[src/rtl/fu_div_pkg.sv]
// rtl/fu_div_pkg.sv - shared encodings and latency for the integer divide unit
// DIV_LATENCY is also consumed by the control unit's write-back delay table.
package fu_div_pkg;

   localparam int DIV_LATENCY = 24;

   localparam logic [1:0] DIVOP_DIV  = 2'b00;
   localparam logic [1:0] DIVOP_DIVU = 2'b01;
   localparam logic [1:0] DIVOP_REM  = 2'b10;
   localparam logic [1:0] DIVOP_REMU = 2'b11;

   typedef enum logic [2:0] {
      IDLE,
      CALC,
      FIX,
      WAIT,
      DONE
   } div_state_t;

   function automatic logic [31:0] neg_if(input logic [31:0] v, input logic n);
      return n ? (~v + 32'd1) : v;
   endfunction

endpackage

[src/rtl/div_step2.sv]
// rtl/div_step2.sv - two chained restoring divide steps, two quotient bits per call
// The partial remainder is always below the divisor, so one spare bit covers the shift.
module div_step2 (
   input  logic [31:0] rem,
   input  logic [31:0] divisor,
   input  logic [1:0]  bits,
   output logic [31:0] rem_next,
   output logic [1:0]  q
);

   logic [32:0] t1;
   logic [32:0] t2;
   logic [31:0] r1;

   always_comb begin
      q        = 2'b00;
      t1       = {rem, bits[1]};
      q[1]     = (t1 >= {1'b0, divisor});
      r1       = q[1] ? 32'(t1 - {1'b0, divisor}) : t1[31:0];
      t2       = {r1, bits[0]};
      q[0]     = (t2 >= {1'b0, divisor});
      rem_next = q[0] ? 32'(t2 - {1'b0, divisor}) : t2[31:0];
   end

endmodule

[src/rtl/fu_div.sv]
// rtl/fu_div.sv - fixed-latency iterative RV32M divider (DIV/DIVU/REM/REMU)
// Result appears exactly LATENCY edges after issue and is held until the next issue.
module fu_div
   import fu_div_pkg::*;
#(
   parameter int LATENCY = DIV_LATENCY,
   parameter int XLEN    = 32
) (
   input  logic        clk,
   input  logic        rst,
   input  logic        EN,
   input  logic [1:0]  op,
   input  logic [31:0] A,
   input  logic [31:0] B,
   output logic [31:0] res,
   output logic        finish,
   output logic        busy
);

   if (LATENCY < 18 || LATENCY > 31) begin : g_bad_latency
      $error("fu_div: LATENCY must lie in 18..31");
   end
   if (XLEN != 32) begin : g_bad_xlen
      $error("fu_div: only XLEN=32 is supported");
   end

   localparam logic [4:0] LAT5 = 5'(LATENCY);

   div_state_t  state;
   logic [4:0]  cnt;
   logic        sel_rem;
   logic        neg_q;
   logic        neg_r;
   logic        div_zero;
   logic        ovf;
   logic [31:0] a_raw;
   logic [31:0] divisor;
   logic [31:0] dvd;
   logic [31:0] rem;
   logic [31:0] quot;
   logic [31:0] result;

   logic        is_signed;
   logic        a_neg;
   logic        b_neg;
   logic [31:0] a_mag;
   logic [31:0] b_mag;
   logic [31:0] step_rem;
   logic [1:0]  step_q;
   logic [31:0] q_final;
   logic [31:0] r_final;

   div_step2 u_step (
      .rem      (rem),
      .divisor  (divisor),
      .bits     (dvd[31:30]),
      .rem_next (step_rem),
      .q        (step_q)
   );

   always_comb begin
      is_signed = (op == DIVOP_DIV) || (op == DIVOP_REM);
      a_neg     = is_signed & A[31];
      b_neg     = is_signed & B[31];
      a_mag     = neg_if(A, a_neg);
      b_mag     = neg_if(B, b_neg);
   end

   // Special cases override the magnitude datapath; it produces garbage for them.
   always_comb begin
      q_final = neg_if(quot, neg_q);
      r_final = neg_if(rem, neg_r);
      if (div_zero) begin
         q_final = 32'hFFFF_FFFF;
         r_final = a_raw;
      end else if (ovf) begin
         q_final = 32'h8000_0000;
         r_final = 32'h0000_0000;
      end
   end

   always_ff @(posedge clk or posedge rst) begin
      if (rst) begin
         state    <= IDLE;
         cnt      <= 5'd0;
         sel_rem  <= 1'b0;
         neg_q    <= 1'b0;
         neg_r    <= 1'b0;
         div_zero <= 1'b0;
         ovf      <= 1'b0;
         a_raw    <= 32'd0;
         divisor  <= 32'd0;
         dvd      <= 32'd0;
         rem      <= 32'd0;
         quot     <= 32'd0;
         result   <= 32'd0;
         res      <= 32'd0;
         finish   <= 1'b0;
         busy     <= 1'b0;
      end else begin
         if (state != IDLE && cnt != LAT5) begin
            cnt <= cnt + 5'd1;
         end
         // A new issue always wins, including over a result due this same edge.
         if (EN) begin
            state    <= CALC;
            cnt      <= 5'd1;
            sel_rem  <= (op == DIVOP_REM) || (op == DIVOP_REMU);
            neg_q    <= a_neg ^ b_neg;
            neg_r    <= a_neg;
            div_zero <= (B == 32'd0);
            ovf      <= is_signed && (A == 32'h8000_0000) && (B == 32'hFFFF_FFFF);
            a_raw    <= A;
            divisor  <= b_mag;
            dvd      <= a_mag;
            rem      <= 32'd0;
            quot     <= 32'd0;
            busy     <= 1'b1;
            finish   <= 1'b0;
         end else begin
            case (state)
               CALC: begin
                  rem  <= step_rem;
                  quot <= {quot[29:0], step_q};
                  dvd  <= {dvd[29:0], 2'b00};
                  if (cnt == 5'd16) begin
                     state <= FIX;
                  end
               end
               FIX: begin
                  result <= sel_rem ? r_final : q_final;
                  state  <= WAIT;
               end
               WAIT: begin
                  if (cnt == LAT5) begin
                     res    <= result;
                     finish <= 1'b1;
                     busy   <= 1'b0;
                     state  <= DONE;
                  end
               end
               default: begin
               end
            endcase
         end
      end
   end

endmodule

[config.mk]
export PLATFORM = sky130hd
export DESIGN_NAME = fu_div
export DESIGN_NICKNAME = d
export VERILOG_FILES = /design/src/rtl/fu_div_pkg.sv /design/src/rtl/div_step2.sv /design/src/rtl/fu_div.sv
export SDC_FILE = /design/constraint.sdc
export NUM_CORES = 1
export LEC_CHECK = 0
export CORE_MARGIN = 5
export CORE_UTILIZATION = 60
export CTS_CLUSTER_DIAMETER = 150
export DETAILED_ROUTE_END_ITERATION = 8
export GPL_TIMING_DRIVEN = 0
export PLACE_DENSITY = 0.89
export SLEW_MARGIN = 20
export SYNTH_ARGS = -nofsm -noshare
export SYNTH_HDL_FRONTEND = slang
export SYNTH_SLANG_ARGS = --single-unit
[constraint.sdc]
create_clock -name clk -period 19.1 [get_ports clk]
set_input_delay 2.865 -clock clk [delete_from_list [all_inputs] [get_ports clk]]
set_output_delay 2.865 -clock clk [all_outputs]
set_load 0.005 [all_outputs]
Word level (Yosys, flattened, before mapping)
Cells that the tools add are included.
- output and inout port bits: 34
- input port bits: 69
- bits in registers: 239
- logic and storage cells: 91
- $add $sub $neg: 7
- bitwise gates (word level): 8
- equal/unequal tests: 12
- muxes and demuxes: 29
- reduce and logical (&&, ||, !) cells: 17
- order comparisons: 2
- operators by type and width (kind ; number):
    two-way mux 32 bit ; 17
    adder 32 x 1 -> 32 bit (second input constant) ; 4
    NOT 32 bit ; 4
    greater-or-equal comparator 33 x 32 -> 1 bit ; 2
    == test 32 bit (second input constant) ; 2
    subtractor 32 bit ; 2
    zero test 32 bit ; 1
    == test 5 bit (second input constant) ; 2
    two-way mux 5 bit ; 2
    two-way mux 3 bit ; 3
    case mux 3 bit (3 select lines) ; 1
    nonzero test 2 bit ; 4
    == test 3 x 2 -> 1 bit (second input constant) ; 2
    two-way mux 1 bit ; 6
    != test 3 bit (second input constant) ; 2
    AND reduction 3 bit ; 2
    adder 5 x 1 -> 5 bit (second input constant) ; 1
    != test 5 bit (second input constant) ; 1
    == test 2 bit (second input constant) ; 2
    AND reduction 2 bit ; 2
    nonzero test 4 bit ; 1
    == test 3 x 1 -> 1 bit (second input constant) ; 1
    logical AND 1 bit ; 3
    nonzero test 3 bit ; 1
    other kinds (5) ; 7

Longest topological paths before layout
- word-level depth: 6
- gate-level depth with buffers: 25
- gate-level depth less buffers: 23

Hierarchy
A second synthesis with hierarchy kept.
- cells, all modules: 2001
- area, all modules: 17157.7 µm²
- by module, submodules not included (module ; cells each ; area each (µm²) ; instances ; sequential area each (µm²)):
    fu_div ; 1393 ; 12813.5 ; 1 ; 5980.7
    div_step2 ; 608 ; 4344.2 ; 1 ; 0.0

Worst setup path after synthesis
OpenSTA, ideal clock, no wires.
- kind: register -> register
- start point: reg rem[26]
- end point: reg rem[10]
- cell stages (with the launch flop): 23
- clock period less this slack: 5.562 ns
- path buffers: 4
- setup slack: 13.538 ns
- library setup time: 0.142 ns
- data arrival time: 5.420 ns
- required time: 18.958 ns
- cells stage by stage: dfrtp_1 -> ha_1 -> clkbuf_1 -> and4_1 -> and3_1 -> nand4_1 -> o41ai_1 -> or2_0 -> clkbuf_1 -> buf_1 -> mux2_2 -> ha_1 -> nand3_1 -> o21bai_1 -> a21oi_1 -> nor2_1 -> o41ai_1 -> and4_1 -> o31ai_1 -> o2111ai_1 -> buf_2 -> mux2i_1 -> a211oi_1
- cells in the longest elaborated chain, start to end: 6
- elaborated cells between the ends (all ways): 8
- classes of those cells: add/sub: 2; order compare: 2; mux: 4
- RTL lines (what ; line ; RTL):
    start: declaration ; fu_div.sv:39 ; logic [31:0] rem;
    start signal: assignment ; fu_div.sv:123 ; rem <= step_rem;
    greater-or-equal comparator 33 x 32 -> 1 bit or subtractor 32 bit (tied branches) ; div_step2.sv:18, div_step2.sv:19 ;
    two-way mux 32 bit (*) ; div_step2.sv:19 ; r1 = q[1] ? 32'(t1 - {1'b0, divisor}) : t1[31:0];
    subtractor 32 bit or greater-or-equal comparator 33 x 32 -> 1 bit (tied branches) ; div_step2.sv:22, div_step2.sv:21 ;
    two-way mux 32 bit (*) ; div_step2.sv:22 ; rem_next = q[0] ? 32'(t2 - {1'b0, divisor}) : t2[31:0];
    two-way mux 32 bit (*) ; fu_div.sv:121 ; case (state)
    two-way mux 32 bit (*) ; fu_div.sv:105 ; if (EN) begin
Every way passes the cells marked *; elsewhere a longest branch is shown, timed or not. The select of a mux whose other input is x is not followed.
A chain may end at the register's enable or synchronous reset.

Worst setup path after layout
- start point: reg rem[26]
- end point: reg rem[17]
Same word-level chain as after synthesis.

==> impl_metrics.tcl <==
set metrics [dict create \
    max_freq_mhz 134 \
    dieHeight_um 176 \
    grt_overflow_total 0 \
    crit_family "compound AO/OA/AOI/OAI gates" \
    num_antenna_cells 0 \
    cts_buffer_depth 3 \
    finalCriticalPeriod_ps 7450 \
    nNetsFinal 2195 \
    hpwl_mm 40.2 \
    dp_slack_ps 11930 \
    slew_headroom_pct 38.6 \
    synthArstFlopShare_pct 100 \
    slowest_delay_ps 690 \
    grt_pass1_vias 15403 \
    crit_arrival_ps 7880 \
    cts_root_buf "clkbuf_16" \
    gp_congestion 1.02 \
    worst-setup-path-type "reg -> reg" \
    synth_commonest_cells "239 x dfrtp_1, 220 x nand2_1, 168 x a21oi_1" \
    grt_pass1_wl_mm 82.4 \
    synth_mux_area_share_pct 8.91 \
    setup_ws_ps 11650 \
    path_clk_slew_ps 60 \
    min-delay-path-class "reg -> reg" \
    cts_setup_buffers 0 \
    crit_fanout 10 \
    status "finished, final reports clean" \
    grt_usage_pct 32.9 \
    cap_violations 0 \
    ios 103 \
    vias_per_cell 6.38 \
    die_w_um 176 \
    max_slew.worst_pin.slew_ps 920 \
    drive_gt1_share_pct 7.38 \
    drv_slew 0 \
    p_per_area_nw_per_um2 136 \
    syn_nets 2062 \
    finalCritPeriodShare_pct 39.0 \
    synth_top_family_by_area "compound AO/OA/AOI/OAI gates" \
    syn_area_um2 16600 \
    syn_avg_cell_area_um2 8.65 \
    drtIter0Drc 1675 \
    wl_per_cell_um 21.2 \
    yosysWarnings 0 \
    synthTopCellsByArea "dfrtp_1 36%, mux2_2 5.4%, ha_1 5.3%" \
    p_total_mw 2.59 \
    ys.flop_type "dfrtp_1" \
    placed_cells 2402 \
    routed_wl_mm 52.1 \
    numClockSinks 239 \
    crit_slowest_cell "o41ai_2" \
    numCtsBuffers 27 \
    ys_seq_area_share_pct 36.0 \
    synth_top_area_share_pct 36.0 \
    dr.pass1.iters 7 \
    fin_cells 2451 \
    std_cell_rows 61 \
    holdWs_ps 482 \
    tns_ps 0 \
    synth_edf_count 0 \
    area_growth_pct 15.0 \
    crit_path_cell_trace "ha_1 -> clkbuf_1 -> and4_1 -> and3_1 -> nand4_1 -> o41ai_1 -> or2_0 -> clkbuf_1 -> buf_1 -> mux2_2 -> ha_1 -> nand3_1 -> o21bai_1 -> a21oi_1 -> nor2_1 -> o41ai_2 -> and4_1 -> o31ai_1 -> o2111ai_1 -> buf_2 -> mux2i_1 -> o22ai_1" \
    antenna_found_initial 0 \
    worstPathRequired_ps 19520 \
    clk_latency_ps 560 \
    setup_violations 0 \
    synth_seq_cells 239 \
    synthAdderAreaFrac_pct 5.59 \
    vias 15647 \
    floorplan.initialDensity_pct 60.3 \
    crit_buf_inv 4 \
    synthesis.instances 1920 \
    grt_max_degree 112 \
    leakage_nw 8.47 \
    drc_errors 0 \
    coreArea_um2 27600 \
    synth_compound_area_share_pct 20.0 \
    start_kind "flip-flop" \
    rsz0062_at_grt "no" \
    io_buffers 101 \
    h-tree-depth 1 \
    ant_nets 0 \
    die_area_um2 31100 \
    yosys.area.top_type "dfrtp_1" \
    ir_drop_mv 0.0793 \
    hold_violations 0 \
    postCtsResizedCells 0 \
    yosys.area_share.xor_xnor_pct 9.44 \
    yosysMostFrequentCell "dfrtp_1" \
    synth-simple-area-share_pct 16.2 \
    synth_cell_types 71 \
    ctsHoldBuffers 0 \
    endpoint_kind "flip-flop" \
    tritoncts "done" \
    skew_ps 23.2 \
]
[area by class of cell]
class                   count  area [µm²]
repair buffers            104        1070
fillers                  2068        8440
inverters                  66         255
clock buffers              36         759
well taps                 378         473
flip-flops and latches    239        5980
plain buffers             104         395
clock inverters            13         173
multi-input cells        1511       10000
[placed cells by master (no fill, tap or decap), drive strengths merged, types with 6 or more instances in the layout]
cell / instances
nand4: 18
ha: 71
and2: 7
o21a: 11
a21oi: 168
nor2: 148
o41ai: 16
xor2: 82
mux2i: 59
a211oi: 38
o22ai: 15
nor3: 43
nand3: 24
or2: 11
inv: 68
xnor2: 97
nand2b: 17
or4: 17
a21o: 21
nand2: 220
nand3b: 6
clkbuf: 125
buf: 18
o21ai: 161
and3: 10
nor4: 11
dfrtp: 239
mux2: 79
o31ai: 28
o21bai: 10
nor2b: 10
a221oi: 7
or3: 19
clkdlybuf4s50: 101
a31oi: 17
o211ai: 9
[final timing paths]
check,startpoint,end,slack [ps],cells after the start
worst max-delay path,rem[26]$_DFFE_PP0P_,rem[17]$_DFFE_PP0P_,11650,22
worst min-delay path,result[26]$_DFFE_PP0P_,result[26]$_DFFE_PP0P_,480,2
worst max register to register,rem[26]$_DFFE_PP0P_,rem[17]$_DFFE_PP0P_,11650,22
worst min register to register,result[26]$_DFFE_PP0P_,result[26]$_DFFE_PP0P_,480,2
max in group asynchronous,rst,rem[14]$_DFFE_PP0P_,15120,4
min in group asynchronous,rst,dvd[13]$_DFFE_PP0P_,2680,2
[per-layer routing]
metal	vias to the layer above	GRT usage, %	wire [µm]
li1	7162	-	-
met1	7540	41.8	20200
met2	757	54.5	24300
met3	188	4.03	3790
met4	0	19.1	3730
met5	-	0	0
[per-stage QoR]
| step | utilization [%] | area (µm²) |
|---|---|---|
| after floorplan | - | 16600 |
| after global placement | 65.7 | 18100 |
| after detailed placement | 66.0 | 18200 |
| after CTS | 69.4 | 19100 |
| after global routing | 69.4 | 19100 |
| final | 69.4 | 19100 |
[sequential cells by signal (all words and copies together), names as in the netlist]
signal    count
neg_r         1
dvd          32
result       32
neg_q         1
busy          1
finish        1
rem          32
divisor      32
ovf           1
cnt           5
a_raw        32
res          32
quot         32
sel_rem       1
div_zero      1
state         3
[power breakdown]
| part | switching (mW) | total (mW) | internal (mW) |
|---|---|---|---|
| combinational | 0.803 | 1.40 | 0.592 |
| sequential | 0.0867 | 0.653 | 0.566 |
| clock | 0.223 | 0.545 | 0.322 |
| total | 1.11 | 2.59 | 1.48 |
[logic make-up after synthesis]
group,count (synthesis)
AO/OA/AOI/OAI,543
XOR/XNOR,179
flip-flops,239
adder cells (fa/ha/maj),73
buffers and inverters,170
AND/OR/NAND/NOR,578
multiplexers,138
[tightest hold or removal path, stage by stage, from the launching register on]
cell     delay [ps]
dfrtp_1         340
nand2_1          50
nand2_1          50
Power figures use the tool's default switching activity.
